**config.mk**
```make
export PLATFORM = sky130hd
export DESIGN_NAME = id_ex_stage
export DESIGN_NICKNAME = d
export VERILOG_FILES = /design/src/rtl/id_ex_stage.sv
export SDC_FILE = /design/constraint.sdc
export NUM_CORES = 1
export LEC_CHECK = 0
export ABC_CLOCK_PERIOD_IN_PS = 2000
export CORE_ASPECT_RATIO = 0.9
export CORE_MARGIN = 3
export CORE_UTILIZATION = 36
export CTS_BUF_LIST = sky130_fd_sc_hd__clkbuf_4 sky130_fd_sc_hd__clkbuf_8 sky130_fd_sc_hd__clkbuf_16
export CTS_CLUSTER_SIZE = 20
export DETAILED_ROUTE_END_ITERATION = 8
export GPL_TIMING_DRIVEN = 0
export MAX_ROUTING_LAYER = met4
export PLACE_DENSITY_LB_ADDON = 0.3
export SYNTH_ARGS = -nofsm -noshare
export SYNTH_HDL_FRONTEND = slang
export SYNTH_SLANG_ARGS = --single-unit
```
**constraint.sdc**
```tcl
create_clock -name clk -period 2 [get_ports clk]
set_input_delay 0.4 -clock clk [delete_from_list [all_inputs] [get_ports clk]]
set_output_delay 0.4 -clock clk [all_outputs]
set_load 0.03 [all_outputs]
```
**src/rtl/id_ex_stage.sv**
```systemverilog
// -----------------------------------------------------------------------------
// id_ex_stage
//
// ID/EX pipeline register of the 5-stage RV32 core. It sits directly after the
// decode control block, captures the decoded control bits, register-file
// operands, immediate and register indices, and presents them to EX one cycle
// later. It also detects load-use hazards, inserts bubbles for flush, hazard,
// idle and unsupported-opcode cases, and keeps a saturating bubble counter for
// performance debug.
//
// Ports
//   clk, rst_n          clock (rising edge) and asynchronous active-low reset
//   id_valid            ID holds a real instruction this cycle
//   id_opcode           inst[6:0] of the ID instruction
//   id_ctrl             {alusrc,mem2reg,regwr,memrd,memwr,branch,aluop1,aluop2}
//   id_rs1, id_rs2      source register indices
//   id_rd               destination register index
//   id_rd1, id_rd2      register-file read data
//   id_imm              sign-extended immediate
//   id_funct            {inst[30], inst[14:12]}
//   flush               branch taken in EX: kill the ID instruction
//   hold                downstream stall: freeze this register
//   ex_*                registered copies of the ID fields, presented to EX
//   stall_if            combinational: IF/ID and PC must hold this cycle
//   illegal             one-cycle pulse: unsupported opcode was dropped
//   bubble_cnt          saturating count of flush/hazard/illegal bubbles
// -----------------------------------------------------------------------------
module id_ex_stage #(
   parameter int XLEN   = 32,
   parameter int REG_AW = 5,
   parameter int CNT_W  = 16
) (
   input  logic              clk,
   input  logic              rst_n,
   input  logic              id_valid,
   input  logic [6:0]        id_opcode,
   input  logic [7:0]        id_ctrl,
   input  logic [REG_AW-1:0] id_rs1,
   input  logic [REG_AW-1:0] id_rs2,
   input  logic [REG_AW-1:0] id_rd,
   input  logic [XLEN-1:0]   id_rd1,
   input  logic [XLEN-1:0]   id_rd2,
   input  logic [XLEN-1:0]   id_imm,
   input  logic [3:0]        id_funct,
   input  logic              flush,
   input  logic              hold,
   output logic              ex_valid,
   output logic [7:0]        ex_ctrl,
   output logic [REG_AW-1:0] ex_rs1,
   output logic [REG_AW-1:0] ex_rs2,
   output logic [REG_AW-1:0] ex_rd,
   output logic [XLEN-1:0]   ex_rd1,
   output logic [XLEN-1:0]   ex_rd2,
   output logic [XLEN-1:0]   ex_imm,
   output logic [3:0]        ex_funct,
   output logic              stall_if,
   output logic              illegal,
   output logic [CNT_W-1:0]  bubble_cnt
);

   localparam logic [6:0] OP_R      = 7'b0110011;
   localparam logic [6:0] OP_LOAD   = 7'b0000011;
   localparam logic [6:0] OP_STORE  = 7'b0100011;
   localparam logic [6:0] OP_BRANCH = 7'b1100011;

   // Bit positions inside the control byte.
   localparam int CTRL_MEM2REG = 6;
   localparam int CTRL_MEMRD   = 4;

   // What the register does on the next edge, in priority order.
   typedef enum logic [2:0] {
      ACT_HOLD,
      ACT_FLUSH,
      ACT_HAZ,
      ACT_ILLEGAL,
      ACT_ISSUE,
      ACT_IDLE
   } action_e;

   action_e    action;
   logic       haz;
   logic       supported;
   logic       count_bubble;
   logic [7:0] ctrl_fixed;

   // Load-use hazard: the instruction in EX is a load whose result the ID
   // instruction needs. x0 is never a real dependency. A load's rs2 field holds
   // immediate bits, so it must not be compared.
   always_comb begin
      haz = ex_valid && ex_ctrl[CTRL_MEMRD] && id_valid && (ex_rd != '0) &&
            ((ex_rd == id_rs1) || ((ex_rd == id_rs2) && (id_opcode != OP_LOAD)));
   end

   // A flush kills the stalled instruction anyway, and under hold nothing
   // moves, so the front end only has to stall in the plain hazard case.
   assign stall_if = haz && !flush && !hold;

   always_comb begin
      supported = (id_opcode == OP_R)     || (id_opcode == OP_LOAD) ||
                  (id_opcode == OP_STORE) || (id_opcode == OP_BRANCH);
   end

   // Stores and branches never write back, so mem2reg is meaningless for them
   // and is cleared to keep the write-back mux select clean.
   always_comb begin
      ctrl_fixed = id_ctrl;
      if ((id_opcode == OP_STORE) || (id_opcode == OP_BRANCH)) begin
         ctrl_fixed[CTRL_MEM2REG] = 1'b0;
      end
   end

   // NOTE: every signal driven from always_comb gets a default before any
   // branch; a path that leaves it unassigned would infer a latch.
   always_comb begin
      action = ACT_IDLE;
      if (hold) begin
         action = ACT_HOLD;
      end else if (flush) begin
         action = ACT_FLUSH;
      end else if (haz) begin
         action = ACT_HAZ;
      end else if (id_valid && !supported) begin
         action = ACT_ILLEGAL;
      end else if (id_valid) begin
         action = ACT_ISSUE;
      end
   end

   // Idle bubbles (id_valid=0) are not counted; only lost issue slots are.
   assign count_bubble = (action == ACT_FLUSH) || (action == ACT_HAZ) ||
                         (action == ACT_ILLEGAL);

   // NOTE: state is updated only with non-blocking assignments so that every
   // register samples the pre-edge values regardless of statement order.
   always_ff @(posedge clk or negedge rst_n) begin
      if (!rst_n) begin
         ex_valid <= 1'b0;
         ex_ctrl  <= '0;
         ex_rs1   <= '0;
         ex_rs2   <= '0;
         ex_rd    <= '0;
         ex_rd1   <= '0;
         ex_rd2   <= '0;
         ex_imm   <= '0;
         ex_funct <= '0;
         illegal  <= 1'b0;
      end else begin
         case (action)
            ACT_HOLD: begin
               // All ex_* fields keep their value; only the pulse drops.
               illegal <= 1'b0;
            end
            ACT_ISSUE: begin
               ex_valid <= 1'b1;
               ex_ctrl  <= ctrl_fixed;
               ex_rs1   <= id_rs1;
               ex_rs2   <= id_rs2;
               ex_rd    <= id_rd;
               ex_rd1   <= id_rd1;
               ex_rd2   <= id_rd2;
               ex_imm   <= id_imm;
               ex_funct <= id_funct;
               illegal  <= 1'b0;
            end
            default: begin
               // Bubble: control must be zero so no regwr/memwr can leak into
               // later stages; datapath fields are zeroed as well.
               ex_valid <= 1'b0;
               ex_ctrl  <= '0;
               ex_rs1   <= '0;
               ex_rs2   <= '0;
               ex_rd    <= '0;
               ex_rd1   <= '0;
               ex_rd2   <= '0;
               ex_imm   <= '0;
               ex_funct <= '0;
               illegal  <= (action == ACT_ILLEGAL);
            end
         endcase
      end
   end

   // Saturating bubble counter: stops at all-ones instead of wrapping.
   always_ff @(posedge clk or negedge rst_n) begin
      if (!rst_n) begin
         bubble_cnt <= '0;
      end else if (count_bubble && (bubble_cnt != {CNT_W{1'b1}})) begin
         bubble_cnt <= bubble_cnt + CNT_W'(1);
      end
   end

endmodule

```
==> results of run 1 <==
critical path: cells and delay by family, from the launching register on:
kind,cells,cell delay [ns]
XOR/XNOR,1,0.14
flip-flops,1,0.42
AND/OR/NAND/NOR,3,0.48
buffers and inverters,6,0.90
AO/OA/AOI/OAI,2,0.26
power breakdown:
group / leakage [uW] / internal (uW) / switching (uW)
sequential: 0.00193 / 2960 / 143
clock: 0.000288 / 1980 / 1210
combinational: 0.00219 / 546 / 574
synth_stat cells, types with 2 or more instances:
master       n  area share [%]
a2111oi_0    3            0.49
buf_4        7            0.98
nor3_1       3            0.28
and3_1       3            0.35
nor4_1       2            0.23
dfrtp_1    141              66
a211oi_1    11             1.5
a21oi_1      4            0.37
inv_1        2            0.14
a22o_1     122              20
xnor2_1      7             1.1
nand4_1      2            0.23
buf_2        7            0.65
clkbuf_1    16             1.1
nand2_1      7            0.49
xor2_1      18             2.9
nand3_1     10            0.93
nor2_1       6            0.42
per-layer routing:
| metal | up-vias | share of wire (%) | GRT usage (%) | wire length, um |
|---|---|---|---|---|
| met5 | - | 0 | - | 0 |
| met4 | 0 | 1.3 | 7.32 | 239 |
| met3 | 18 | 7.6 | 7.02 | 1440 |
| met2 | 204 | 50 | 36.8 | 9400 |
| met1 | 2408 | 42 | 28.9 | 7870 |
| li1 | 2122 | - | - | - |
worst paths after layout:
kind,from,endpoint,slack [ns],cells after the start
worst max-delay path,ex_rd[0],ex_rd2[25],-0.31,12
min in group asynchronous,rst_n,bubble_cnt[9],0.52,2
worst min register to register,ex_ctrl[6],ex_ctrl[6],0.50,1
worst max register to register,ex_rd[0],ex_rd2[25],-0.31,12
max in group asynchronous,rst_n,ex_rd[4],0.60,3
worst min-delay path,id_rs2[1],ex_rs2[1],0.34,2
layout make-up:
cell class | count | area, sq um
fill | 979 | 4380
sequential | 141 | 3540
timing repair buffer | 311 | 3330
multi-input combinational | 208 | 1960
clock buffer | 22 | 488
buffer | 29 | 254
tap | 193 | 241
clock inverter | 9 | 110
inverter | 2 | 7.51
flip-flops by register name, summed over array words and instances, names as in the netlist:
| signal | flops |
|---|---|
| ex_rd1 | 32 |
| ex_valid | 1 |
| bubble_cnt | 16 |
| ex_rd2 | 32 |
| ex_rs1 | 5 |
| ex_funct | 4 |
| ex_ctrl | 8 |
| ex_rd | 5 |
| ex_rs2 | 5 |
| ex_imm | 32 |
| illegal | 1 |
cells by family after synthesis:
kind of cell / count (synthesis)
muxes: 1
DFF: 141
AOI/OAI and AO/OA: 144
buffers and inverters: 32
xor gates and xnor gates: 25
adders and majority gates: 1
and+or+nand+nor: 37
what timing repair did:
action	4_1_cts	5_1_grt
hold endpoints to repair	56	0
setup endpoints to repair	138	141
pin swaps	16	13
cloned	7	6
hold buffers	1	0
buffers inserted	17	7
resized for setup	76	47
metrics by stage:
stage | total power [uW] | utilization, %
finish | 7410 | 69.4
global route | 7670 | 69.4
CTS | 7400 | 66.9
detailed placement | 4160 | 58.8
global placement | 4130 | 58.6
floorplan | 3530 | -
==> summary.txt, run 1 <==
Floorplan
  – Die area: 16,400 sq um
  – Num rows: 41
  – Initial core utilization: 37.5%
  – I/O pin total: 277
  – Die Span Y: 122 um
  – Core Region: 14,300 sq um
  – Die Wd: 135 um

Synth
  – Synth Area in Compound Gates: 23.1%
  – Ys Warns: 0
  – Primary FF master, synth: dfrtp_1
  – Mux cell area share after synthesis: 0.210%
  – Mapped Cells: 381
  – Syn Std Cell Area: 5360 sq um
  – Asr flop ratio synth: 100%
  – Synth cell types: 28
  – Area share of and/or/nand/nor cells after synthesis: 3.66%
  – Synth Area in Adders: 0.233%
  – Register area share after synthesis: 65.8%
  – Syn_nets: 517
  – Xor/xnor share of the synthesized area: 4.08%
  – Largest family of logic cells by synthesized area: compound AO/OA/AOI/OAI gates
  – EDFF count, synth: 0
  – Flops & latches, synth: 141
  – Syn avg cell area: 14.1 sq um

Clock tree
  – CTS tree: built
  – Clock root buffer: clkbuf_16
  – CTS buffer count: 17
  – Clk Latency, worst-skew pair: 0.41 ns
  – CTS sink count: 141
  – CTS HTree Levels: 4
  – Clock slew at reported path FFs: 0.06 ns
  – Clock Tree Buf Depth: 2

Critical path
  – Crit path launch type: flip-flop
  – Critical Path End Type: flip-flop
  – Kind of critical path: flip-flop to flip-flop
  – CP peak stage delay: 0.42 ns
  – Worst EP arrival: 2.60 ns
  – Cells along the critical path: buf_6 > xnor2_2 > nand3_1 > nor3_2 > o21ai_4 > buf_4 > buf_6 > nor3b_4 > buf_4 > buf_6 > bufbuf_16 > a22o_1
  – CP max FO: 5
  – Worst path required time: 2.29 ns
  – Most used cell, CP: buf_6
  – Crit-path slowest cell: dfrtp_2

Routing
  – # DRC: 0
  – DRT iter0 DRCs: 260
  – WL final: 18.9 mm
  – Detail Route Antenna Nets: 0
  – Drt pass-1 iters: 4
  – Vias: 4,752
  – WL/cell: 20.7 um
  – Avg Vias per Cell: 5.19

Timing
  – Actual slew at the worst max-slew pin: 0.689 ns
  – Min Clock Period, post-route: 2.31 ns
  – Worst Setup Slack, final: -0.311 ns
  – Final period util: 116%
  – Hold Slack: 0.336 ns
  – FMAX: 433 MHz
  – Setup TNS: -20.86 ns
  – Slew margin rel.: 54.1%
  – Final Hold Fails: 0
  – Clock Skew: 0.00775 ns
  – Max Slew Vio Count: 0
  – RSZ-0062 raised after global routing: true
  – Finish-stage setup viols: 129

Worst hold path
  – Worst hold path type: input pin to flip-flop

Final layout
  – Final Cell Area: 9930 sq um
  – Most common cell after layout, fill and taps aside: clkdlybuf4s50_1
  – Layout cells sized above 1: 17.5%
  – Area Growth Syn to Fin: 85.1%
  – Final nets: 846
  – N_diodes: 0
  – Most frequent cells in the layout: clkdlybuf4s50_1 (258), dfrtp_1 (134), a22o_1 (122)
  – Fin cells: 915

Global routing
  – Largest net degree at the start of global routing: 86
  – Vias in the first global route: 5,170
  – Grt total ovfl: 0
  – Overall Global Routing Usage: 23.2%
  – First-pass GRT wire length: 28.6 mm
  – Antenna violations before repair: 0

Placement
  – Dpl cells: 850
  – Dpl cell area: 8420 sq um
  – Input/output buffers: 275
  – Placer Congestion: 0.800
  – Pre-CTS setup slack: -1.22 ns
  – Dpl hpwl: 12.6 mm

Power
  – Power Density: 746 nW/um^2
  – Max VDD drop: 0.567 mV
  – Static Leak: 0.00440 uW

Outcome
  – Status: finished, violations left
  – Failing checks: negative setup slack

Job
  – Max Cap Viol: 0
Note: power is estimated with default switching activity, not from simulation.
==> inputs of run 2 (changes only) <==
--- a/config.mk
+++ b/config.mk
@@ -6,9 +6,11 @@
 export NUM_CORES = 1
 export LEC_CHECK = 0
 export ABC_CLOCK_PERIOD_IN_PS = 2000
+export CELL_PAD_IN_SITES_DETAIL_PLACEMENT = 0
+export CELL_PAD_IN_SITES_GLOBAL_PLACEMENT = 1
 export CORE_ASPECT_RATIO = 0.9
 export CORE_MARGIN = 3
-export CORE_UTILIZATION = 36
+export CORE_UTILIZATION = 27
 export CTS_BUF_LIST = sky130_fd_sc_hd__clkbuf_4 sky130_fd_sc_hd__clkbuf_8 sky130_fd_sc_hd__clkbuf_16
 export CTS_CLUSTER_SIZE = 20
 export DETAILED_ROUTE_END_ITERATION = 8
==> run 2 against run 1 <==
Compared with the run above:
- the flow still finishes with violations (negative setup slack)
- register-to-register slack improved by 0.13 ns
- combinational power is 4% lower
- clock skew up 0.0031 ns
- sequential power about the same
==> summary.txt, run 2 (synthesis gave the netlist of run 1 again) <==
Critical path
  – Worst EP arrival: 1.94 ns (was 2.60 ns)
  – Worst path required time: 1.60 ns (was 2.29 ns)
  – Crit path launch type: flip-flop (unchanged)
  – Critical Path End Type: output port (was flip-flop)
  – Kind of critical path: flip-flop to output port (was flip-flop to flip-flop)
  – CP max FO: 4 (was 5)

Clock tree
  – CTS sink count: 141 (unchanged)
  – Clk Latency, worst-skew pair: 0.43 ns (was 0.41 ns)
  – Clock slew at reported path FFs: 0.06 ns (about the same)
  – # hold bufs at CTS: 0 (was 1)
  – Clock Tree Buf Depth: 2 (unchanged)
  – Clock root buffer: clkbuf_16 (unchanged)
  – CTS HTree Levels: 4 (unchanged)
  – CTS buffer count: 17 (unchanged)
  – CTS tree: built (unchanged)

Floorplan
  – Core Region: 19,300 sq um (was 14,300 sq um)
  – Die Span Y: 140 um (was 122 um)
  – I/O pin total: 277 (unchanged)
  – Num rows: 48 (was 41)
  – Die area: 21,600 sq um (was 16,400 sq um)
  – Initial core utilization: 27.7% (was 37.5%)
  – Die Wd: 155 um (was 135 um)

Global routing
  – Antenna violations before repair: 0 (unchanged)
  – Grt total ovfl: 0 (unchanged)
  – Overall Global Routing Usage: 18.1% (was 23.2%)
  – Largest net degree at the start of global routing: 81 (was 86)
  – First-pass GRT wire length: 29.3 mm (was 28.6 mm)
  – Vias in the first global route: 5,110 (was 5,170)

Timing
  – Hold Slack: 0.00300 ns (was 0.336 ns)
  – RSZ-0062 raised after global routing: true (unchanged)
  – Setup TNS: -17.11 ns (was -20.86 ns)
  – Max Slew Vio Count: 0 (unchanged)
  – Finish-stage setup viols: 135 (was 129)
  – FMAX: 427 MHz (was 433 MHz)
  – Actual slew at the worst max-slew pin: 0.774 ns (was 0.689 ns)
  – Worst Setup Slack, final: -0.343 ns (was -0.311 ns)
  – Min Clock Period, post-route: 2.34 ns (was 2.31 ns)
  – Slew margin rel.: 48.4% (was 54.1%)
  – Final period util: 117% (was 116%)
  – Final Hold Fails: 0 (unchanged)
  – Clock Skew: 0.0108 ns (was 0.00775 ns)

Job
  – Max Cap Viol: 0 (unchanged)

Outcome
  – Failing checks: negative setup slack (unchanged)
  – Status: finished, violations left (unchanged)

Placement
  – Placer Congestion: 0.797 (was 0.800)
  – Input/output buffers: 275 (unchanged)
  – Dpl hpwl: 13.3 mm (was 12.6 mm)
  – Dpl cells: 907 (was 850)

Worst hold path
  – Worst hold path type: input pin to async pin (was input pin to flip-flop)

Power
  – Static Leak: 0.00446 uW (was 0.00440 uW)
  – Power Density: 731 nW/um^2 (was 746 nW/um^2)
  – Total power: 7280 uW (was 7410 uW)
  – Max VDD drop: 0.516 mV (was 0.567 mV)

Routing
  – Vias: 4,622 (was 4,752)
  – DRT iter0 DRCs: 192 (was 260)
  – Detail Route Antenna Nets: 0 (unchanged)
  – Avg Vias per Cell: 4.76 (was 5.19)
  – # DRC: 0 (unchanged)
  – WL/cell: 19.6 um (was 20.7 um)
  – WL final: 19.0 mm (was 18.9 mm)
  – Drt pass-1 iters: 4 (unchanged)

Final layout
  – Layout cells sized above 1: 16.8% (was 17.5%)
  – Area Growth Syn to Fin: 85.7% (was 85.1%)
  – Top flop regs: ex_imm x32, ex_rd1 x32, ex_rd2 x32 (unchanged)
  – Fin cells: 972 (was 915)
  – N_diodes: 0 (unchanged)
  – Most common cell after layout, fill and taps aside: clkdlybuf4s50_1 (unchanged)
  – Most frequent cells in the layout: clkdlybuf4s50_1 (254), dfrtp_1 (134), a22o_1 (122) (was clkdlybuf4s50_1 (258), dfrtp_1 (134), a22o_1 (122))
  – Final nets: 845 (was 846)
[run 2: cell types whose count changed in the layout (fill, tap and decap cells not counted), sizes merged, moves of 3 or more]
| cell | previous run | this run |
|---|---|---|
| bufbuf | 2 | 9 |
| inv | 3 | 6 |
| clkbuf | 43 | 35 |
| clkdlybuf4s50 | 258 | 254 |
| dlymetal6s2s | 9 | 13 |
| buf | 44 | 41 |
[run 2: path summary, 6_finish.rpt]
path                       cells past startpoint             end            from  slack [ns]
setup / recovery                               6        stall_if        ex_rd[1]       -0.34
hold / removal                                 1  bubble_cnt[10]           rst_n       0.003
setup reg to reg                              10        ex_rd[0]        ex_rd[1]       -0.18
hold reg to reg                                1  bubble_cnt[14]  bubble_cnt[14]        0.50
max in group asynchronous                      2        ex_rd[1]           rst_n        1.22
min in group clk                               2       ex_rs2[1]       id_rs2[1]        0.31
[run 2: area by class of cell]
class | instances | area (sq um)
fill | 1645 | 9380
sequential | 141 | 3540
timing repair buffer | 309 | 3330
multi-input combinational | 208 | 1910
clock buffer | 19 | 453
tap | 250 | 313
buffer | 30 | 270
clock inverter | 13 | 133
inverter | 2 | 7.51
[run 2: critical path, cell delays in order (launching register included)]
cell and delay (ns):
dfrtp_2 0.44, xor2_1 0.20, nor4_4 0.31, o21ai_4 0.09, clkbuf_8 0.14, nor3_4 0.19
buf_6 0.16
[run 2: metrics by stage]
step | utilization (%) | setup slack [ns] | instance area (sq um)
after floorplan | - | -0.0549 | 5400
after global placement | 43.8 | -5.58 | 8460
after detailed placement | 43.9 | -1.47 | 8490
after CTS | 50.9 | -0.472 | 9840
after global routing | 51.5 | -0.421 | 9960
final | 51.5 | -0.343 | 9960
[run 2: repair_timing]
item	4_1_cts	5_1_grt
endpoints found under the setup margin	145	145
gates cloned	13	0
resized for setup	89	23
endpoints found under the hold margin	0	0
pin swaps	9	9
setup buffers	16	6
[run 2: metal layers]
metal  share of wire [%]  vias to the layer above  GRT usage, %
li1                    -                     2112             -
met1                  43                     2302          22.2
met2                  48                      190          28.9
met3                 7.7                       18          5.81
met4                 1.5                        0          5.25
met5                   0                        -             -
[run 2: report_power, final]
group / total [uW] / internal (uW) / switching, uW / leakage [uW]
Clock: 3110 / 1800 / 1300 / 0.000275
Combinational: 1070 / 524 / 546 / 0.00226
Sequential: 3110 / 2960 / 145 / 0.00193
Total: 7280 / 5290 / 1990 / 0.00446
==> inputs of run 3 (changes only) <==
==> config.mk (replaced) <==
export PLATFORM = sky130hd
export DESIGN_NAME = id_ex_stage
export DESIGN_NICKNAME = d
export VERILOG_FILES = /design/src/rtl/id_ex_stage.sv
export SDC_FILE = /design/constraint.sdc
export NUM_CORES = 1
export LEC_CHECK = 0
export ABC_CLOCK_PERIOD_IN_PS = 1900
export CELL_PAD_IN_SITES_DETAIL_PLACEMENT = 0
export CELL_PAD_IN_SITES_GLOBAL_PLACEMENT = 1
export CORE_ASPECT_RATIO = 0.9
export CORE_UTILIZATION = 27
export CTS_BUF_LIST = sky130_fd_sc_hd__clkbuf_4 sky130_fd_sc_hd__clkbuf_8 sky130_fd_sc_hd__clkbuf_16
export CTS_CLUSTER_SIZE = 20
export DETAILED_ROUTE_END_ITERATION = 8
export GPL_TIMING_DRIVEN = 0
export MAX_ROUTING_LAYER = met4
export PLACE_DENSITY_LB_ADDON = 0.1
export SYNTH_ARGS = -nofsm -noshare
export SYNTH_HDL_FRONTEND = slang
export SYNTH_SLANG_ARGS = --single-unit
==> constraint.sdc (replaced) <==
create_clock -name clk -period 1.9 [get_ports clk]
set_input_delay 0.38 -clock clk [delete_from_list [all_inputs] [get_ports clk]]
set_output_delay 0.38 -clock clk [all_outputs]
set_load 0.03 [all_outputs]
==> run 3 against run 2 <==
Compared with the run above:
- largest cell class unchanged
- flip-flop and latch count unchanged
- total power grew 11%
- via count rose by 0.95%
- clock power is 19% higher
- the flow still finishes with violations (negative setup slack)
- register-to-register slack lost 0.11 ns
- largest power group is now the clock network
==> summary.txt, run 3 (synthesis gave the netlist of run 1 again) <==
Outcome
  – Status: finished, violations left (unchanged)
  – Failing checks: negative setup slack (unchanged)

Critical path
  – Critical Path End Type: output port (unchanged)
  – Reg2reg start: ex_rd[2] (was ex_rd[1])
  – Crit path launch type: flip-flop (unchanged)
  – R2R Setup Slk: -0.29 ns (was -0.18 ns)
  – Worst path required time: 1.52 ns (was 1.60 ns)
  – Kind of critical path: flip-flop to output port (unchanged)
  – Worst Reg-to-Reg Cells: 11 (was 10)
  – CP max FO: 3 (was 4)
  – Worst EP arrival: 1.93 ns (was 1.94 ns)
  – Worst R2R End: ex_rd2[11] (was ex_rd[0])

Worst hold path
  – Worst hold path type: input pin to flip-flop (was input pin to async pin)
  – Hold path cells: 2
  – Hold path endpoint: ex_rs2[4]
  – Worst Hold Launch: id_rs2[4]

Floorplan
  – Core Region: 19,300 sq um (unchanged)
  – Die area: 20,400 sq um (was 21,600 sq um)
  – Die Wd: 151 um (was 155 um)
  – Die Span Y: 136 um (was 140 um)
  – I/O pin total: 277 (unchanged)
  – Initial core utilization: 27.7% (unchanged)
  – Num rows: 48 (unchanged)

Routing
  – Drt pass-1 iters: 4 (unchanged)
  – Avg Vias per Cell: 4.74 (was 4.76)
  – Detail Route Antenna Nets: 0 (unchanged)
  – # DRC: 0 (unchanged)
  – Vias: 4,666 (was 4,622)
  – WL/cell: 19.2 um (was 19.6 um)
  – WL final: 18.9 mm (was 19.0 mm)
  – DRT iter0 DRCs: 135 (was 192)

Timing
  – Min Clock Period, post-route: 2.31 ns
  – FMAX: 433 MHz
  – RSZ-0062 raised after global routing: true (unchanged)
  – Final period util: 121%
  – Finish-stage setup viols: 133 (was 135)
  – Clock Skew: 0.0141 ns (was 0.0108 ns)
  – Final Hold Fails: 0 (unchanged)
  – Max Slew Vio Count: 0 (unchanged)
  – Worst Setup Slack, final: -0.408 ns (was -0.343 ns)
  – Slew margin rel.: 54.9% (was 48.4%)
  – Setup TNS: -30.68 ns (was -17.11 ns)
  – Actual slew at the worst max-slew pin: 0.676 ns (was 0.774 ns)

Clock tree
  – Clock root buffer: clkbuf_16 (unchanged)
  – CTS sink count: 141 (unchanged)
  – CTS buffer count: 17 (unchanged)
  – Clock slew at reported path FFs: 0.06 ns (about the same)
  – Clock Tree Buf Depth: 2 (unchanged)
  – CTS HTree Levels: 4 (unchanged)
  – CTS tree: built (unchanged)
  – Clk Latency, worst-skew pair: 0.43 ns (about the same)

Placement
  – Dpl hpwl: 12.6 mm (was 13.3 mm)
  – Placer Congestion: 0.760 (was 0.797)
  – Pre-CTS setup slack: -1.45 ns (was -1.47 ns)
  – Input/output buffers: 275 (unchanged)

Global routing
  – First-pass GRT wire length: 28.4 mm (was 29.3 mm)
  – Vias in the first global route: 5,032 (was 5,110)
  – Overall Global Routing Usage: 19.4% (was 18.1%)
  – Largest net degree at the start of global routing: 79 (was 81)
  – Grt total ovfl: 0 (unchanged)
  – Antenna violations before repair: 0 (unchanged)

Power
  – Power Density: 780 nW/um^2 (was 731 nW/um^2)
  – Max VDD drop: 0.493 mV (was 0.516 mV)
  – Static Leak: 0.00531 uW (was 0.00446 uW)

Final layout
  – Most common cell after layout, fill and taps aside: clkdlybuf4s50_1 (unchanged)
  – Fillers: 1,636 (was 1,645)
  – N_diodes: 0 (unchanged)
  – Final nets: 858 (was 845)
  – Top flop regs: ex_imm x32, ex_rd1 x32, ex_rd2 x32 (unchanged)
  – Most frequent cells in the layout: clkdlybuf4s50_1 (199), dfrtp_1 (133), a22o_1 (122) (was clkdlybuf4s50_1 (254), dfrtp_1 (134), a22o_1 (122))
  – Layout cells sized above 1: 19.5% (was 16.8%)
  – Area Growth Syn to Fin: 93.2% (was 85.7%)

Job
  – Max Cap Viol: 0 (unchanged)
[run 3: per-stage QoR]
step	utilization [%]	instances	hold WS (ns)	total power [uW]	instance area, sq um
2_1_floorplan	-	381	0.0844	3710	5400
3_3_place_gp	43.8	906	0.474	4350	8460
3_5_place_dp	43.9	907	0.421	4370	8490
4_1_cts	52.1	977	0.360	8140	10100
5_1_grt	53.6	985	0.334	8400	10400
6_report	53.6	985	0.317	8080	10400
[run 3: worst max-delay path, cell delays in order, from the launching register on]
cell,delay (ns)
dfrtp_2,0.42
buf_6,0.13
xor2_2,0.16
nor3_2,0.25
o21ai_4,0.09
buf_8,0.13
nor3_4,0.15
buf_6,0.16
[run 3: metal layers]
metal / GRT usage, % / up-vias / wire length (um)
met2: 30.9 / 184 / 9290
met3: 6.97 / 15 / 1510
met5: - / - / 0
met1: 23.1 / 2326 / 7880
li1: - / 2141 / -
met4: 5.44 / 0 / 208
[run 3: worst max path at each step]
stage / start / endpoint / slack (ns) / depth (start not counted)
2_1_floorplan: ex_rd[1] / stall_if / -0.13 / 5
3_3_place_gp: rst_n / ex_rd[1] / -5.84 / 1
3_5_place_dp: id_opcode[2] / ex_ctrl[5] / -1.45 / 9
4_1_cts: ex_rd[0] / stall_if / -0.56 / 7
5_1_grt: ex_rd[1] / stall_if / -0.48 / 6
6_report: ex_rd[2] / stall_if / -0.41 / 7
[run 3: layout make-up]
cell class	count	area (sq um)	share of cell area (%)
clock buffer	21	468	4.51
tap	250	313	3.02
timing repair buffer	322	3590	34.6
inverter	2	7.51	0.0724
clock inverter	11	178	1.71
buffer	30	274	2.64
multi-input combinational	208	2000	19.3
sequential	141	3540	34.1
[run 3: timing repair]
item | in CTS | in global routing
endpoints found under the hold margin | 63 | 0
setup endpoints to repair | 165 | 182
cloned | 14 | 0
hold buffers | 1 | 0
pin swaps | 11 | 15
gates resized for setup | 120 | 76
buffers inserted | 23 | 9
[run 3: power breakdown]
part	switching [uW]	internal (uW)	total [uW]
clock network	1370	2320	3690
registers	140	3120	3260
logic	597	537	1130
total	2110	5970	8080
